$ cat src/rtl/rst_seq_pkg.sv
// -----------------------------------------------------------------------------
// rst_seq_pkg
// Shared definitions for the multi-channel reset sequencer.
//   seq_state_t  : sequencer state encoding (WAIT_LOCK, HOLD, STAGGER, RUN)
//   clog2_min1() : ceiling log2 with a minimum result of 1, used to size the
//                  channel index register so that N_CH = 1 still yields a
//                  legal one-bit vector.
// -----------------------------------------------------------------------------
package rst_seq_pkg;

    typedef enum logic [1:0] {
        WAIT_LOCK = 2'd0,
        HOLD      = 2'd1,
        STAGGER   = 2'd2,
        RUN       = 2'd3
    } seq_state_t;

    function automatic int clog2_min1(input int value);
        int width;
        width = 1;
        for (int i = 1; i < 32; i++) begin
            if ((1 << width) < value) begin
                width = width + 1;
            end
        end
        return width;
    endfunction

endpackage

$ cat src/rtl/rst_seq_gen_if.sv
// -----------------------------------------------------------------------------
// rst_seq_gen_if
// Bundles the lock/request inputs and reset outputs of rst_seq_gen.
//   LOCK        : PLL/MMCM lock, asynchronous to the sequencer clock
//   SW_RST_REQ  : single-cycle software re-sequence request
//   RST_OUT     : per-channel active-high reset, N_CH bits
//   SEQ_DONE    : high once every channel has been released
// Modports:
//   master : drives LOCK and SW_RST_REQ, observes the reset outputs
//   slave  : the sequencer side
// -----------------------------------------------------------------------------
interface rst_seq_gen_if #(
    parameter int N_CH = 4
) ();

    logic            LOCK;
    logic            SW_RST_REQ;
    logic [N_CH-1:0] RST_OUT;
    logic            SEQ_DONE;

    modport master (
        output LOCK,
        output SW_RST_REQ,
        input  RST_OUT,
        input  SEQ_DONE
    );

    modport slave (
        input  LOCK,
        input  SW_RST_REQ,
        output RST_OUT,
        output SEQ_DONE
    );

endinterface

$ cat src/rtl/rst_lock_filter.sv
// -----------------------------------------------------------------------------
// rst_lock_filter
// Two-flop synchroniser followed by a consecutive-high filter on LOCK.
// Ports:
//   CLK     in   system clock
//   RST     in   synchronous active-high reset
//   LOCK    in   raw lock, asynchronous to CLK
//   lock_ok out  high while the synchronised lock has been high for at least
//                LOCK_FILT consecutive samples; drops on the first low sample
// -----------------------------------------------------------------------------
module rst_lock_filter #(
    parameter int LOCK_FILT = 16,
    parameter int CNT_W     = 16
) (
    input  logic CLK,
    input  logic RST,
    input  logic LOCK,
    output logic lock_ok
);

    localparam logic [CNT_W-1:0] FILT_LAST = CNT_W'(LOCK_FILT - 1);
    localparam logic [CNT_W-1:0] CNT_ONE   = CNT_W'(1);

    logic             sync_meta;
    logic             sync_lock;
    logic [CNT_W-1:0] filt_cnt;

    // filt_cnt holds the number of high samples that preceded the current
    // synchronised sample, so lock_ok can include the current sample without
    // an extra register stage. It saturates at LOCK_FILT-1.
    always_ff @(posedge CLK) begin
        if (RST) begin
            sync_meta <= 1'b0;
            sync_lock <= 1'b0;
            filt_cnt  <= '0;
        end else begin
            sync_meta <= LOCK;
            sync_lock <= sync_meta;
            if (!sync_lock) begin
                filt_cnt <= '0;
            end else if (filt_cnt < FILT_LAST) begin
                filt_cnt <= filt_cnt + CNT_ONE;
            end
        end
    end

    assign lock_ok = sync_lock && (filt_cnt >= FILT_LAST);

endmodule

$ cat src/rtl/rst_seq_gen.sv
// -----------------------------------------------------------------------------
// rst_seq_gen
// Multi-channel reset sequencer. Holds all reset channels asserted until the
// clock source reports a qualified lock, waits HOLD_CYCLES, then releases the
// channels in index order, STAGGER_CYCLES apart (all at once when zero).
// Loss of lock restarts from lock qualification; a software request restarts
// from the hold phase.
// Ports:
//   CLK   in   system clock, rising edge
//   RST   in   synchronous active-high reset
//   bus   slave modport of rst_seq_gen_if (LOCK, SW_RST_REQ in;
//         RST_OUT[N_CH], SEQ_DONE out, both registered)
// -----------------------------------------------------------------------------
module rst_seq_gen
    import rst_seq_pkg::*;
#(
    parameter int N_CH           = 4,
    parameter int HOLD_CYCLES    = 10000,
    parameter int STAGGER_CYCLES = 1000,
    parameter int LOCK_FILT      = 16,
    parameter int CNT_W          = 16
) (
    input  logic         CLK,
    input  logic         RST,
    rst_seq_gen_if.slave bus
);

    localparam int               IDX_W     = clog2_min1(N_CH);
    localparam logic [CNT_W-1:0] HOLD_LAST = CNT_W'(HOLD_CYCLES - 1);
    localparam logic [CNT_W-1:0] STAG_LAST = CNT_W'((STAGGER_CYCLES > 0) ? (STAGGER_CYCLES - 1) : 0);
    localparam logic [CNT_W-1:0] CNT_MAX   = '1;
    localparam logic [CNT_W-1:0] CNT_ONE   = CNT_W'(1);
    localparam logic [IDX_W-1:0] IDX_ONE   = IDX_W'(1);
    localparam logic [IDX_W-1:0] LAST_IDX  = IDX_W'(N_CH - 1);
    localparam logic [N_CH-1:0]  ALL_ON    = {N_CH{1'b1}};
    // A single release edge covers every channel when there is nothing to stagger.
    localparam bit               ONE_SHOT  = (N_CH == 1) || (STAGGER_CYCLES == 0);

    logic             lock_ok;

    seq_state_t       state;
    seq_state_t       state_n;
    logic [CNT_W-1:0] seq_cnt;
    logic [CNT_W-1:0] cnt_n;
    logic [IDX_W-1:0] ch_idx;
    logic [IDX_W-1:0] idx_n;
    logic [N_CH-1:0]  rst_out_q;
    logic [N_CH-1:0]  rst_out_n;
    logic             seq_done_q;
    logic             done_n;

    rst_lock_filter #(
        .LOCK_FILT (LOCK_FILT),
        .CNT_W     (CNT_W)
    ) u_lock_filter (
        .CLK     (CLK),
        .RST     (RST),
        .LOCK    (bus.LOCK),
        .lock_ok (lock_ok)
    );

    // State, shared hold/stagger counter, channel index and the registered
    // outputs all update together so outputs never see input glitches.
    always_ff @(posedge CLK) begin
        if (RST) begin
            state      <= WAIT_LOCK;
            seq_cnt    <= '0;
            ch_idx     <= '0;
            rst_out_q  <= ALL_ON;
            seq_done_q <= 1'b0;
        end else begin
            state      <= state_n;
            seq_cnt    <= cnt_n;
            ch_idx     <= idx_n;
            rst_out_q  <= rst_out_n;
            seq_done_q <= done_n;
        end
    end

    // Lock loss outranks a software request; both force every channel back
    // into reset at once. The counter doubles as hold timer and stagger timer
    // and restarts from zero on every phase change.
    always_comb begin
        state_n   = state;
        cnt_n     = (seq_cnt == CNT_MAX) ? seq_cnt : seq_cnt + CNT_ONE;
        idx_n     = ch_idx;
        rst_out_n = rst_out_q;
        done_n    = seq_done_q;

        if (state == WAIT_LOCK) begin
            cnt_n     = '0;
            rst_out_n = ALL_ON;
            done_n    = 1'b0;
            if (lock_ok) begin
                state_n = HOLD;
            end
        end else if (!lock_ok) begin
            state_n   = WAIT_LOCK;
            cnt_n     = '0;
            rst_out_n = ALL_ON;
            done_n    = 1'b0;
        end else if (bus.SW_RST_REQ) begin
            state_n   = HOLD;
            cnt_n     = '0;
            rst_out_n = ALL_ON;
            done_n    = 1'b0;
        end else begin
            case (state)
                HOLD: begin
                    if (seq_cnt == HOLD_LAST) begin
                        cnt_n = '0;
                        if (ONE_SHOT) begin
                            rst_out_n = '0;
                            done_n    = 1'b1;
                            state_n   = RUN;
                        end else begin
                            rst_out_n[0] = 1'b0;
                            idx_n        = IDX_ONE;
                            state_n      = STAGGER;
                        end
                    end
                end
                STAGGER: begin
                    if (seq_cnt == STAG_LAST) begin
                        cnt_n = '0;
                        for (int k = 0; k < N_CH; k++) begin
                            if (ch_idx == IDX_W'(k)) begin
                                rst_out_n[k] = 1'b0;
                            end
                        end
                        if (ch_idx == LAST_IDX) begin
                            done_n  = 1'b1;
                            state_n = RUN;
                        end else begin
                            idx_n = ch_idx + IDX_ONE;
                        end
                    end
                end
                RUN: begin
                    cnt_n     = seq_cnt;
                    rst_out_n = '0;
                    done_n    = 1'b1;
                end
                default: begin
                    state_n = WAIT_LOCK;
                end
            endcase
        end
    end

    assign bus.RST_OUT  = rst_out_q;
    assign bus.SEQ_DONE = seq_done_q;

endmodule
$ cat src/flat_wrapper.sv
// flat-port wrapper written by rule: the top's interface ports become plain ports
module rst_seq_gen_flat import rst_seq_pkg::*;
#(
    parameter int N_CH           = 4,
    parameter int HOLD_CYCLES    = 10000,
    parameter int STAGGER_CYCLES = 1000,
    parameter int LOCK_FILT      = 16,
    parameter int CNT_W          = 16
)
  (CLK, RST, bus_LOCK, bus_SW_RST_REQ, bus_RST_OUT, bus_SEQ_DONE);
  rst_seq_gen_if #(.N_CH(N_CH)) bus_i ();
  input  logic CLK;
  input  logic RST;
  input wire logic [$bits(bus_i.LOCK)-1:0] bus_LOCK;
  input wire logic [$bits(bus_i.SW_RST_REQ)-1:0] bus_SW_RST_REQ;
  output wire logic [$bits(bus_i.RST_OUT)-1:0] bus_RST_OUT;
  output wire logic [$bits(bus_i.SEQ_DONE)-1:0] bus_SEQ_DONE;
  assign bus_i.LOCK = bus_LOCK;
  assign bus_i.SW_RST_REQ = bus_SW_RST_REQ;
  assign bus_RST_OUT = bus_i.RST_OUT;
  assign bus_SEQ_DONE = bus_i.SEQ_DONE;
  rst_seq_gen #(.N_CH(N_CH), .HOLD_CYCLES(HOLD_CYCLES), .STAGGER_CYCLES(STAGGER_CYCLES), .LOCK_FILT(LOCK_FILT), .CNT_W(CNT_W)) u_core (.CLK(CLK), .RST(RST), .bus(bus_i));
endmodule
$ cat config.mk
export PLATFORM = sky130hd
export DESIGN_NAME = rst_seq_gen_flat
export DESIGN_NICKNAME = d
export VERILOG_FILES = /design/src/rtl/rst_seq_pkg.sv /design/src/rtl/rst_seq_gen_if.sv /design/src/rtl/rst_lock_filter.sv /design/src/rtl/rst_seq_gen.sv /design/src/flat_wrapper.sv
export SDC_FILE = /design/constraint.sdc
export NUM_CORES = 1
export LEC_CHECK = 0
export CAP_MARGIN = 10
export CORE_AREA = 8 8 74 76
export CTS_BUF_LIST = sky130_fd_sc_hd__clkbuf_4
export CTS_CLUSTER_SIZE = 12
export DETAILED_ROUTE_END_ITERATION = 6
export DIE_AREA = 0 0 82 84
export GPL_ROUTABILITY_DRIVEN = 0
export PLACE_DENSITY_LB_ADDON = 0.1
export SYNTH_ARGS = -nofsm -noshare
export SYNTH_HDL_FRONTEND = slang
export SYNTH_SLANG_ARGS = --single-unit
export TNS_END_PERCENT = 20
$ cat constraint.sdc
create_clock -name CLK -period 4.06 [get_ports CLK]
set_input_delay 0.812 -clock CLK [delete_from_list [all_inputs] [get_ports CLK]]
set_output_delay 0.812 -clock CLK [all_outputs]
set_load 0.005 [all_outputs]
== Yosys cells after proc, flatten, opt, wreduce, memory -nomap -nowiden ==
Cells that the tools add are included.
Word-level totals
  input bits: 4
  output and inout bits: 5
  word-level logic and storage cells: 82
  flip-flop bits (word level): 43
Cells by class
  equality and inequality tests: 21
  multiplexer cells: 27
  reductions and logical operators: 14
  order comparisons: 2
  add/subtract/negate cells: 3
  bitwise operators: 4
Operators by type and width (number)
  $mux 16: 3
  $pmux 16 s3: 1
  $add 16x1->16 const B: 2
  $mux 2: 10
  $eq 16x10->1 const B: 1
  $eq 16x14->1 const B: 1
  $eq 16x16->1 const B: 1
  $ge 16x4->1 const B: 1
  $lt 16x4->1 const B: 1
  $ne 5x5->1 const B: 3
  $ne 2x1->1 const B: 7
  $reduce_and 3->1: 3
  $eq 2x2->1 const B: 4
  $mux 1: 7
  $reduce_and 7->1: 1
  $pmux 2 s3: 1
  $pmux 3 s2: 1
  $reduce_and 5->1: 1
  $eq 2x1->1 const B: 2
  $logic_not 2->1: 2
  $mux 4: 1
  $ne 4x4->1 const B: 1
  $not 1->1: 4
  $pmux 2 s2: 1
  other kinds (10): 11

== Longest topological paths before layout ==
  word-level depth: 7
  mapped depth: 8
  mapped depth without buffers: 7

== Modules after synthesis ==
A second synthesis with hierarchy kept.
Second synthesis, totals
  cells, all modules: 220
  area, all modules: 2031.9 um^2
Modules (own cells, without submodules)
  rst_seq_gen: seq. area each 500.5 um^2, area an instance 1415.1 um^2, times used 1, cells each 166
  rst_lock_filter: seq. area each 360.3 um^2, area an instance 616.8 um^2, times used 1, cells each 54

== Least setup slack after synthesis ==
Ideal clock, no wire load.
  kind: reg2reg
  from: reg u_core.state[0]
  to: reg u_core.seq_cnt[10]
  setup time: 0.115 ns
  required time: 3.945 ns
  buffers on the path: 1
  clock period less this slack: 2.001 ns
  slack: 2.059 ns
  arrival: 1.886 ns
  stages on the path, launching flop included: 9
  path through: dfxtp_1 > inv_1 > ha_1 > or4b_1 > nor4_4 > o22a_2 > a21o_4 > buf_12 > nor2_2
Between the ends
  cells in the longest elaborated chain, start to end: 2
  elaborated cells between the ends (all ways): 6
  those cells by class: eq/ne: 3; mux: 1; reduce/logical: 2
RTL lines
  start: declaration: RTL line rst_seq_gen.sv:41  | seq_state_t state;
  start signal: assignment: RTL line rst_seq_gen.sv:72  | state <= state_n;
  $eq 2x2->1 (tied with other cells): RTL line rst_seq_gen.sv:108  | case (state)
  $pmux 16 s3 / $reduce_or 4->1 (equally long branches)
  end signal: assignment: RTL line rst_seq_gen.sv:73  | seq_cnt <= cnt_n;
  end: declaration: RTL line rst_seq_gen.sv:43  | logic [CNT_W-1:0] seq_cnt;
Several ways; a longest one is shown, not always the timed one.
A chain may end at the register's enable or synchronous reset.

== Worst setup path in the final report ==
  from: in RST
  to: reg u_core.seq_cnt[13]
Between the ends
  cells in the longest elaborated chain, start to end: 1
RTL lines
  start: declaration: RTL line flat_wrapper.sv:13  | input logic RST;
  $reduce_or 4->1 (no source line)
Every way passes these cells.

==> impl_metrics.csv <==
group,metric,value,unit
run_status,outcome,"finished clean",
run,max_cap_violations,0,
cts,post_cts_buffers,0,
setup_path,reg2reg_depth,7,
place,dpl.hpwl,2.81,mm
synth,yosysWarnings,0,
floorplanning,dieArea,0.00689,mm²
setup_path,slowest_stage,"nor2b_1",
hold_path,worstHoldPathCells,1,
global_route,met1_usage,15.5,%
setup_path,cp_top_family,"simple AND/OR/NAND/NOR gates",
cts,cts_root_buffer,"clkbuf_4",
routing,num_vias,1534,
global_route,grt-ovfl-total,0,
routing,drc,0,
sta,slew-limit-headroom,52.8,%
setup_path,startpoint_type,"input pin",
routing,drtIter0Drc,54,
routing,firstDrtPassIters,4,
cts,clk_latency,0.35,ns
pwr,vdd_drop_max,0.194,mV
setup_path,r2r_slack,1.89,ns
pwr,switching_power,141,µW
sta,period_share,61.9,%
setup_path,critPathBufInv,1,
sta,final_hold_viol_count,0,
routing,wire_per_inst,13.0,µm
sta,maxSlewViolCount,0,
global_route,grt_pass1_vias,1477,
finish,layout-drive-gt1-share,13.6,%
place,place_inst,280,
floorplanning,initial_core_util,49.4,%
setup_path,cp.required,4.35,ns
sta,skew,0.0203,ns
setup_path,reg2reg_to,"u_core.seq_cnt[1]",
hold_path,hold_end,"u_core.u_lock_filter.sync_lock",
pwr,pwr-share-comb,1.0,%
hold_path,hp-class,"register to register",
place,numPortBuffers,8,
setup_path,path_class,"input pin to register",
cts,clk_pin_slew,0.12,ns
floorplanning,fp.dieH,84,µm
hold_path,min_from,"u_core.u_lock_filter.sync_meta",
pwr,intPower,553,µW
setup_path,path_cells,"clkdlybuf4s50_1 > nor2b_1 > nand3_1 > a21o_4 > a21oi_1",
synth,ys_seq_area_share,40.9,%
setup_path,path_max_fanout,14,
synth,synth_seq_cells,43,
sta,period_needed,2.51,ns
sta,setup-violations-final,0,
finish,area_growth,8.38,%
routing,ant_nets,0,
finish,fin_cells,288,
pwr,leakagePower,0.792,nW
setup_path,crit_arrival,2.80,ns
sta,worst_pin_slew,0.702,ns
pwr,pwr-share-seq,61.0,%
setup_path,reg2reg_from,"u_core.state[1]",
cts,cts_buffer_depth,2,
global_route,grt_max_degree,15,
pwr,switching_share,20.2,%
pwr,powerDensity,304,mW/mm²
sta,fmax,398,MHz
cts,numCtsBuffers,5,
setup_path,crit_path_end_kind,"register",
global_route,grt_pass1_wl,6.71,mm
global_route,top_usage_layer,"met2",
routing,via_per_inst,5.33,
finish,layout.nets,249,
synth,postSynthAreaPerCell,9.35,µm²
cts,h-tree-depth,2,
cts,cts.sinks,43,
cts,tritoncts,"built",
synth,synth.distinct_cells,49,
global_route,grt.total_usage,12.0,%
global_route,antenna_found_initial,0,
setup_path,slowest_delay,0.54,ns
synth,synthesis.area,0.00210,mm²
sta,rsz0062_at_grt,"no",
floorplanning,ios,9,
synth,syn-num-nets,239,
floorplanning,rows,24,
finish,final_core_util,53.5,%
sta,setup_tns,0,ns
routing,routed_wl,3.75,mm
global_route,gr-usage-met2,18.0,%
global_route,grtUsageMet3,3.66,%
cts,ctsHoldBuffers,0,
synth,synthCells,225,
pwr,clkPwrFrac,37.9,%
pwr,fin_total_pwr,694,µW
finish,antenna_cells,0,
floorplanning,core_area,0.00426,mm²
cts,post_cts_resized,0,
floorplanning,die_w,82,µm
[placed cells by master (no fill, tap or decap), drive strengths merged, types with 2 or more instances in the layout]
cell type       n
a211oi          2
a21o            2
a21oi           5
a31o            2
a31oi           3
and2           13
and3            2
clkbuf          5
clkdlybuf4s50   8
clkinv          2
dfxtp          43
ha             10
inv            11
mux2i           3
nand2          16
nand3          14
nand4           8
nor2           29
nor2b           4
nor3            4
nor4           10
o21ai           2
o22ai           2
or3             4
or4b            4
xnor2           8
xor2            5
[power groups by stage]
stage	sequential [mW]	combinational (mW)	clock (mW)
after floorplan	0.433	0.00296	0
final	0.424	0.00712	0.263
after global routing	0.424	0.00802	0.286
after CTS	0.424	0.00726	0.271
after detailed placement	0.433	0.00722	0
after global placement	0.433	0.00707	0
[state kept, by name (all words and copies together) (netlist names)]
register                        cells
u_core.seq_cnt                     16
u_core.u_lock_filter.filt_cnt      16
u_core.bus.RST_OUT                  4
u_core.ch_idx                       2
u_core.state                        2
u_core.bus.SEQ_DONE                 1
u_core.u_lock_filter.sync_lock      1
u_core.u_lock_filter.sync_meta      1
[worst register-to-register path: stages, from the launching register on]
cell,delay [ns]
dfxtp_1,0.42
inv_1,0.08
ha_1,0.32
or4b_1,0.49
nor4_4,0.17
o22a_2,0.25
a21o_4,0.25
nor2_1,0.07
[synthesized netlist by cell type (all sizes together)]
master   count  area share (%)
a211oi       2            0.71
a21boi       1            0.36
a21o         2             1.1
a21oi        5             1.4
a22o         1            0.42
a31o         2            0.83
a31oi        3            0.89
a32o         1            0.48
and2        13             3.9
and2b        1            0.36
and3         2            0.65
and4b        1            0.48
and4bb       1            0.59
buf          1            0.95
clkbuf       4             1.2
dfxtp       43              41
ha          10             5.9
inv         11             2.0
mux2i        3             1.4
nand2       16             2.9
nand3       14             3.3
nand4        8             2.4
nand4bb      1            0.77
nor2        29             6.4
nor2b        4             1.2
nor3         4            0.95
nor4        10             4.7
o2111ai      1            0.42
o21ai        2            0.48
o21bai       1            0.36
o221a        1            0.54
o22a         1            0.48
o22ai        2            0.59
o31ai        1            0.36
o41a         1            0.54
or3          4             1.2
or4          1            0.36
or4b         4             2.3
xnor2        8             3.3
xor2         5             2.1
[worst max-delay path by stage]
stage	from	end	cells past startpoint
floorplan	u_core.state[0]	u_core.seq_cnt[10]	8
global placement	RST	u_core.seq_cnt[13]	5
detailed placement	RST	u_core.seq_cnt[13]	5
CTS	RST	u_core.seq_cnt[1]	5
global route	RST	u_core.seq_cnt[0]	5
finish	RST	u_core.seq_cnt[13]	5
[cell families after synthesis]
family | count (synthesis) | share of synthesized area (%)
buffers and inverters | 16 | 4.10
xor gates and xnor gates | 13 | 5.41
DFF | 43 | 40.9
and+or+nand+nor | 113 | 32.3
adders and majority gates | 10 | 5.95
AOI/OAI and AO/OA | 27 | 9.93
muxes | 3 | 1.43
[metrics by stage]
step / cell area [µm²] / setup slack, ns / hold WS, ns
floorplan: 2100 / 2.06 / 0.414
global placement: 2200 / 1.19 / 0.444
detailed placement: 2200 / 1.15 / 0.440
CTS: 2280 / 1.52 / 0.465
global route: 2280 / 1.25 / 0.472
finish: 2280 / 1.55 / 0.462
[per-layer routing]
layer  share of wire [%]  up-vias
met3                 3.8        5
met4                 1.3        0
met5                   0        -
li1                    -      816
met1                  52      697
met2                  43       16
[final cells by class]
cell class	count	area [µm²]
clock inverters	3	38.8
flip-flops and latches	43	861
well taps	52	65.1
repair buffers	8	80.1
inverters	11	41.3
multi-input cells	166	1160
clock buffers	5	37.5
fillers	416	1980
No activity file was read; power rests on OpenSTA's default activity.
